$ cat src/rtl/truth_table_sequencer_pkg.sv
// Shared types and defaults for the truth-table sequencer: FSM state encoding,
// default parameter values and the run-length helper used by benches.
package tt_seq_pkg;

    typedef enum logic [1:0] {
        IDLE   = 2'd0,
        APPLY  = 2'd1,
        SAMPLE = 2'd2,
        DONE   = 2'd3
    } tt_state_e;

    localparam int TT_N_IN_DEF   = 2;
    localparam int TT_SETTLE_DEF = 1;
    localparam int TT_CNT_W      = 4;   // wide enough for SETTLE up to 15

    // Clock edges from the start-accepting edge until done rises on a full sweep.
    function automatic int tt_run_cycles(input int n, input int settle);
        return (1 << n) * (settle + 2);
    endfunction

endpackage

$ cat src/rtl/truth_table_sequencer_if.sv
// Stimulus/response bundle between the sequencer (slave) and the pair of
// expressions plus whoever requests a run (master).
interface truth_table_sequencer_if #(
    parameter int N_IN = 2
);
    logic              start;
    logic              lhs;
    logic              rhs;
    logic [N_IN-1:0]   vec;
    logic              busy;
    logic              done;
    logic              pass;
    logic [N_IN:0]     err_count;
    logic [N_IN-1:0]   first_err_vec;
    logic              first_err_valid;

    modport master (
        output start, lhs, rhs,
        input  vec, busy, done, pass, err_count, first_err_vec, first_err_valid
    );

    modport slave (
        input  start, lhs, rhs,
        output vec, busy, done, pass, err_count, first_err_vec, first_err_valid
    );
endinterface

$ cat src/rtl/truth_table_sequencer_tracker.sv
// Mismatch bookkeeping for one sweep: count of failing vectors and the
// first failing vector, cleared when a new run is accepted.
module tt_mismatch_tracker
    import tt_seq_pkg::*;
#(
    parameter int N_IN = TT_N_IN_DEF
) (
    input  logic            clk,
    input  logic            rst_n,
    input  logic            clear,
    input  logic            sample_en,
    input  logic            mismatch,
    input  logic [N_IN-1:0] vec,
    output logic [N_IN:0]   err_count,
    output logic [N_IN-1:0] first_err_vec,
    output logic            first_err_valid
);

    logic [N_IN:0]   err_count_q;
    logic [N_IN-1:0] first_err_vec_q;
    logic            first_err_valid_q;

    // NOTE: state registers use non-blocking assignments so every flop samples
    // the pre-edge values of the others, independent of block ordering.
    always_ff @(posedge clk or negedge rst_n) begin
        if (!rst_n) begin
            err_count_q       <= '0;
            first_err_vec_q   <= '0;
            first_err_valid_q <= 1'b0;
        end else if (clear) begin
            err_count_q       <= '0;
            first_err_vec_q   <= '0;
            first_err_valid_q <= 1'b0;
        end else if (sample_en && mismatch) begin
            err_count_q <= err_count_q + 1'b1;
            if (!first_err_valid_q) begin
                first_err_vec_q   <= vec;
                first_err_valid_q <= 1'b1;
            end
        end
    end

    assign err_count       = err_count_q;
    assign first_err_vec   = first_err_vec_q;
    assign first_err_valid = first_err_valid_q;

endmodule

$ cat src/rtl/truth_table_sequencer.sv
// Sweeps vec through 0..2^N_IN-1, waits SETTLE+1 cycles per vector, then
// compares lhs/rhs. Define TT_STOP_ON_ERR_EN to end the run on the first mismatch.
module truth_table_sequencer
    import tt_seq_pkg::*;
#(
    parameter int N_IN   = TT_N_IN_DEF,
    parameter int SETTLE = TT_SETTLE_DEF
) (
    input  logic                    clk,
    input  logic                    rst_n,
    truth_table_sequencer_if.slave  bus
);

    localparam logic [TT_CNT_W-1:0] SETTLE_C = TT_CNT_W'(SETTLE);
    localparam logic [N_IN-1:0]     VEC_LAST = '1;

    tt_state_e             state_q;
    logic [N_IN-1:0]       vec_q;
    logic                  busy_q;
    logic                  done_q;
    logic                  pass_q;
    logic [TT_CNT_W-1:0]   cnt_q;

    logic                  clear;
    logic                  sample_en;
    logic                  mismatch;
    logic [N_IN:0]         err_count;
    logic [N_IN-1:0]       first_err_vec;
    logic                  first_err_valid;

    assign clear     = ((state_q == IDLE) || (state_q == DONE)) && bus.start;
    assign sample_en = (state_q == SAMPLE);
    // NOTE: case inequality makes an X/Z on either expression output a mismatch
    // in simulation; synthesis treats it as an ordinary inequality.
    assign mismatch  = (bus.lhs !== bus.rhs);

    always_ff @(posedge clk or negedge rst_n) begin
        if (!rst_n) begin
            state_q <= IDLE;
            vec_q   <= '0;
            busy_q  <= 1'b0;
            done_q  <= 1'b0;
            pass_q  <= 1'b0;
            cnt_q   <= '0;
        end else begin
            unique case (state_q)
                IDLE, DONE: begin
                    if (bus.start) begin
                        state_q <= APPLY;
                        vec_q   <= '0;
                        busy_q  <= 1'b1;
                        done_q  <= 1'b0;
                        pass_q  <= 1'b0;
                        cnt_q   <= '0;
                    end
                end
                APPLY: begin
                    if (cnt_q == SETTLE_C) state_q <= SAMPLE;
                    else                   cnt_q   <= cnt_q + 1'b1;
                end
                SAMPLE: begin
`ifdef TT_STOP_ON_ERR_EN
                    if (mismatch) begin
                        state_q <= DONE;
                        busy_q  <= 1'b0;
                        done_q  <= 1'b1;
                        pass_q  <= 1'b0;
                    end else
`endif
                    if (vec_q == VEC_LAST) begin
                        state_q <= DONE;
                        busy_q  <= 1'b0;
                        done_q  <= 1'b1;
                        // The tracker only counts this vector at the same edge.
                        pass_q  <= (err_count == '0) && !mismatch;
                    end else begin
                        state_q <= APPLY;
                        vec_q   <= vec_q + 1'b1;
                        cnt_q   <= '0;
                    end
                end
                default: state_q <= IDLE;
            endcase
        end
    end

    tt_mismatch_tracker #(.N_IN(N_IN)) u_tracker (
        .clk             (clk),
        .rst_n           (rst_n),
        .clear           (clear),
        .sample_en       (sample_en),
        .mismatch        (mismatch),
        .vec             (vec_q),
        .err_count       (err_count),
        .first_err_vec   (first_err_vec),
        .first_err_valid (first_err_valid)
    );

    assign bus.vec             = vec_q;
    assign bus.busy            = busy_q;
    assign bus.done            = done_q;
    assign bus.pass            = pass_q;
    assign bus.err_count       = err_count;
    assign bus.first_err_vec   = first_err_vec;
    assign bus.first_err_valid = first_err_valid;

endmodule

$ cat src/flat_wrapper.sv
// flat-port wrapper written by rule: the top's interface ports become plain ports
module truth_table_sequencer_flat import tt_seq_pkg::*;
#(
    parameter int N_IN   = TT_N_IN_DEF,
    parameter int SETTLE = TT_SETTLE_DEF
)
  (clk, rst_n, bus_start, bus_lhs, bus_rhs, bus_vec, bus_busy, bus_done, bus_pass, bus_err_count, bus_first_err_vec, bus_first_err_valid);
  truth_table_sequencer_if #(.N_IN(N_IN)) bus_i ();
  input  logic clk;
  input  logic rst_n;
  input wire logic [$bits(bus_i.start)-1:0] bus_start;
  input wire logic [$bits(bus_i.lhs)-1:0] bus_lhs;
  input wire logic [$bits(bus_i.rhs)-1:0] bus_rhs;
  output wire logic [$bits(bus_i.vec)-1:0] bus_vec;
  output wire logic [$bits(bus_i.busy)-1:0] bus_busy;
  output wire logic [$bits(bus_i.done)-1:0] bus_done;
  output wire logic [$bits(bus_i.pass)-1:0] bus_pass;
  output wire logic [$bits(bus_i.err_count)-1:0] bus_err_count;
  output wire logic [$bits(bus_i.first_err_vec)-1:0] bus_first_err_vec;
  output wire logic [$bits(bus_i.first_err_valid)-1:0] bus_first_err_valid;
  assign bus_i.start = bus_start;
  assign bus_i.lhs = bus_lhs;
  assign bus_i.rhs = bus_rhs;
  assign bus_vec = bus_i.vec;
  assign bus_busy = bus_i.busy;
  assign bus_done = bus_i.done;
  assign bus_pass = bus_i.pass;
  assign bus_err_count = bus_i.err_count;
  assign bus_first_err_vec = bus_i.first_err_vec;
  assign bus_first_err_valid = bus_i.first_err_valid;
  truth_table_sequencer #(.N_IN(N_IN), .SETTLE(SETTLE)) u_core (.clk(clk), .rst_n(rst_n), .bus(bus_i));
endmodule
$ cat config.mk
export PLATFORM = sky130hd
export DESIGN_NAME = truth_table_sequencer_flat
export DESIGN_NICKNAME = d
export VERILOG_FILES = /design/src/rtl/truth_table_sequencer_pkg.sv /design/src/rtl/truth_table_sequencer_if.sv /design/src/rtl/truth_table_sequencer_tracker.sv /design/src/rtl/truth_table_sequencer.sv /design/src/flat_wrapper.sv
export SDC_FILE = /design/constraint.sdc
export NUM_CORES = 1
export LEC_CHECK = 0
export ABC_AREA = 1
export CAP_MARGIN = 20
export CORE_MARGIN = 1.5
export CORE_UTILIZATION = 45
export CTS_CLUSTER_SIZE = 28
export DETAILED_ROUTE_END_ITERATION = 8
export GPL_ROUTABILITY_DRIVEN = 0
export PLACE_DENSITY = 0.69
export REMOVE_ABC_BUFFERS = 1
export SETUP_SLACK_MARGIN = 0.5
export SYNTH_ARGS = -nofsm -noshare
export SYNTH_HDL_FRONTEND = slang
export SYNTH_SLANG_ARGS = --single-unit
$ cat constraint.sdc
create_clock -name clk -period 1.95 [get_ports clk]
set_clock_uncertainty 0.2 [all_clocks]
set_input_delay 0.2925 -clock clk [delete_from_list [all_inputs] [get_ports clk]]
set_output_delay 0.2925 -clock clk [all_outputs]
set_load 0.02 [all_outputs]
==> flow_metrics.tcl <==
set metrics [dict create \
    pwr-share-seq 0.282 \
    p_sw_frac 0.467 \
    fillCellCount 191 \
    pwr-share-clk 0.100 \
    yosys-top-cells-area "dfrtp_1 (45%), nand2_1 (14%), ha_1 (11%)" \
    syn_inst 119 \
    grt.total_usage 0.194 \
    wl_per_cell_um 12.8 \
    total_power_mw 1.96 \
    cts.path.max_buffers 2 \
    finalSetupViolCount 0 \
    synth-seq-cells 17 \
    drt_iter0_markers 16 \
    outcome "finished clean" \
    clock.fmax_mhz 624 \
    crit_type "reg -> reg" \
    yosys.area.top_type "dfrtp_1" \
    area_growth_pct 38.2 \
    die_area_um2 2370 \
    dpl_worst_slack_ps 290 \
    die_y_um 48.7 \
    initial_core_util 0.479 \
    cts_root_buf "clkbuf_4" \
    fin_cells 176 \
    routed_wl_um 2260 \
    portBuffers 15 \
    h-tree-depth 1 \
    synth_edf_count 0 \
    grt_use_met3 0.0463 \
    worstSetupStartpointType "flip-flop" \
    final-hold-violation-count 0 \
    antenna_found_initial 0 \
    setup_ws_ps 349 \
    p_leak_nw 0.663 \
    std_cell_rows 16 \
    cts_tree "built" \
    slew_violations 0 \
    fin_tns_setup_ps 0 \
    drive_above_1_share 0.329 \
    yosys-top-cells-count "nand2_1 (35), inv_1 (19), dfrtp_1 (17)" \
    grtUsageMet1 0.208 \
    drcViolationCount 0 \
    fin_area_um2 1300 \
    yosysUniqueCellTypes 14 \
    globalRouteMet2Util 0.349 \
    yosys_warnings 0 \
    busiest_layer "met2" \
    insertion_delay_ps 300 \
    placed_cells 162 \
    yosysMostFrequentCell "nand2_1" \
    rsz0062_at_grt "yes" \
    p_per_area_nw_per_um2 1510 \
    nets 163 \
    core_um2 1960 \
    grt_pass1_wl_um 3480 \
    p_int_mw 1.05 \
    worst_pin_slew_ps 330 \
    netlist_area_um2 940 \
    syn_area_per_cell_um2 7.90 \
    synth_top_area_frac 0.453 \
    grt_max_degree 18 \
    fin_crit_ps 1600 \
    numCtsBuffers 3 \
    placed_cell_area_um2 1130 \
    cts_hold_buf 0 \
    post_drt_via_cell_ratio 5.01 \
    antennaDiodeCount 0 \
    arrival_ps 1610 \
    cts_sinks 17 \
    ios 16 \
    vdd_ir_drop_max_mv 0.720 \
    seq_area_frac_synth 0.453 \
    p_switching_mw 0.917 \
    worstPathRequired_ps 1960 \
    cp_max_fo 4 \
    grt_pass1_vias 843 \
    synthFlopType "dfrtp_1" \
    grt-ovfl-total 0 \
    ant_nets 0 \
    cts.clk_slew.worst_paths_ps 100 \
    synthArstFlopShare 1.00 \
    die_w_um 48.7 \
    place_hpwl_um 1390 \
    fin_crit_sh 0.821 \
    endpoint_kind "flip-flop" \
    p_comb_frac 0.618 \
    maxCapViolations 0 \
    hp-class "in -> async" \
    slew-limit-headroom 0.779 \
    first_pass_iters 4 \
    vias 882 \
]
[power by group through the flow]
stage | combinational, mW | sequential [mW] | clock (mW)
2_1_floorplan | 0.461 | 0.661 | 0
3_3_place_gp | 0.824 | 0.568 | 0
3_5_place_dp | 0.842 | 0.576 | 0
4_1_cts | 1.06 | 0.553 | 0.203
5_1_grt | 1.32 | 0.569 | 0.215
6_report | 1.21 | 0.553 | 0.196
[sequential cells by signal (all words and copies together) (netlist names)]
signal and cells:
u_core.bus.busy 1, u_core.bus.done 1, u_core.state_q 2, u_core.u_tracker.first_err_valid 1, u_core.bus.vec 2, u_core.u_tracker.err_count 3, u_core.bus.pass 1, u_core.u_tracker.first_err_vec 2
u_core.cnt_q 4
[kinds of logic after synthesis]
logic type | after synthesis | synth area share
simple gates | 57 | 0.254
buf+inv | 20 | 0.0799
flops | 17 | 0.453
compound gates | 15 | 0.0879
fa+ha+maj | 8 | 0.107
xor+xnor | 2 | 0.0186
[routing by layer]
| layer | part of all wire | up-vias |
|---|---|---|
| li1 | - | 439 |
| met1 | 0.39 | 414 |
| met2 | 0.54 | 22 |
| met3 | 0.044 | 7 |
| met4 | 0.029 | 0 |
| met5 | 0 | - |
[per-stage QoR]
step,hold slack [ps],utilization
final,99.4,0.662
after global routing,115,0.662
after CTS,102,0.641
after detailed placement,268,0.577
after global placement,268,0.577
after floorplan,-203,-
[cell usage in the layout (no fill, tap or decap)]
cell type	netlist	layout
nand2_1	35	28
dfrtp_1	17	17
inv_1	19	14
nand3_1	12	10
buf_2	0	10
buf_4	0	10
o21ai_1	3	7
nand2_2	1	6
ha_1	8	6
inv_2	1	5
clkdlybuf4s50_1	0	4
nand4_1	3	3
nor2_1	6	3
o21ai_0	7	3
clkbuf_4	0	3
o21ai_4	0	2
nor2_4	0	2
nand3_2	0	2
xnor2_1	2	2
a21oi_1	3	2
ha_4	0	2
nand2_8	0	1
inv_4	0	1
nor2_2	0	1
a21oi_4	0	1
nand2_4	0	1
clkbuf_1	0	1
clkbuf_2	0	1
buf_6	0	1
[layout make-up]
type | instances | area (um2) | area share
Multi-Input combinational cell | 82 | 554 | 0.427
Tap cell | 27 | 33.8 | 0.0260
Timing Repair Buffer | 26 | 181 | 0.140
Sequential cell | 17 | 425 | 0.328
Clock buffer | 4 | 26.3 | 0.0202
Inverter | 20 | 77.6 | 0.0597
[worst paths after layout]
path	start	endpoint	slack, ps	cells past startpoint
max	u_core.state_q[1]$_DFFE_PN0P_	u_core.state_q[0]$_DFFE_PN0P_	350	7
min	rst_n	u_core.u_tracker.err_count[2]$_DFFE_PN0P_	100	2
max reg2reg	u_core.state_q[1]$_DFFE_PN0P_	u_core.state_q[0]$_DFFE_PN0P_	350	7
min reg2reg	u_core.bus.pass$_DFFE_PN0P_	u_core.bus.pass$_DFFE_PN0P_	290	2
max in group asynchronous	rst_n	u_core.bus.vec[1]$_DFFE_PN0P_	1270	2
min in group clk	u_core.bus.pass$_DFFE_PN0P_	u_core.bus.pass$_DFFE_PN0P_	290	2
[worst max-delay path, stage by stage (launching register included)]
cell and delay, ps:
dfrtp_1 430, ha_4 350, inv_4 50, nor2_4 150, inv_2 70, nand2_2 100
nand2_1 70, o21ai_0 100
[timing repair]
item                                    CTS  global route
endpoints found under the setup margin   28            21
gates resized for setup                  61            17
setup buffers                             7             3
pin swaps                                 6             7
No activity file was read; power rests on OpenSTA's default activity.
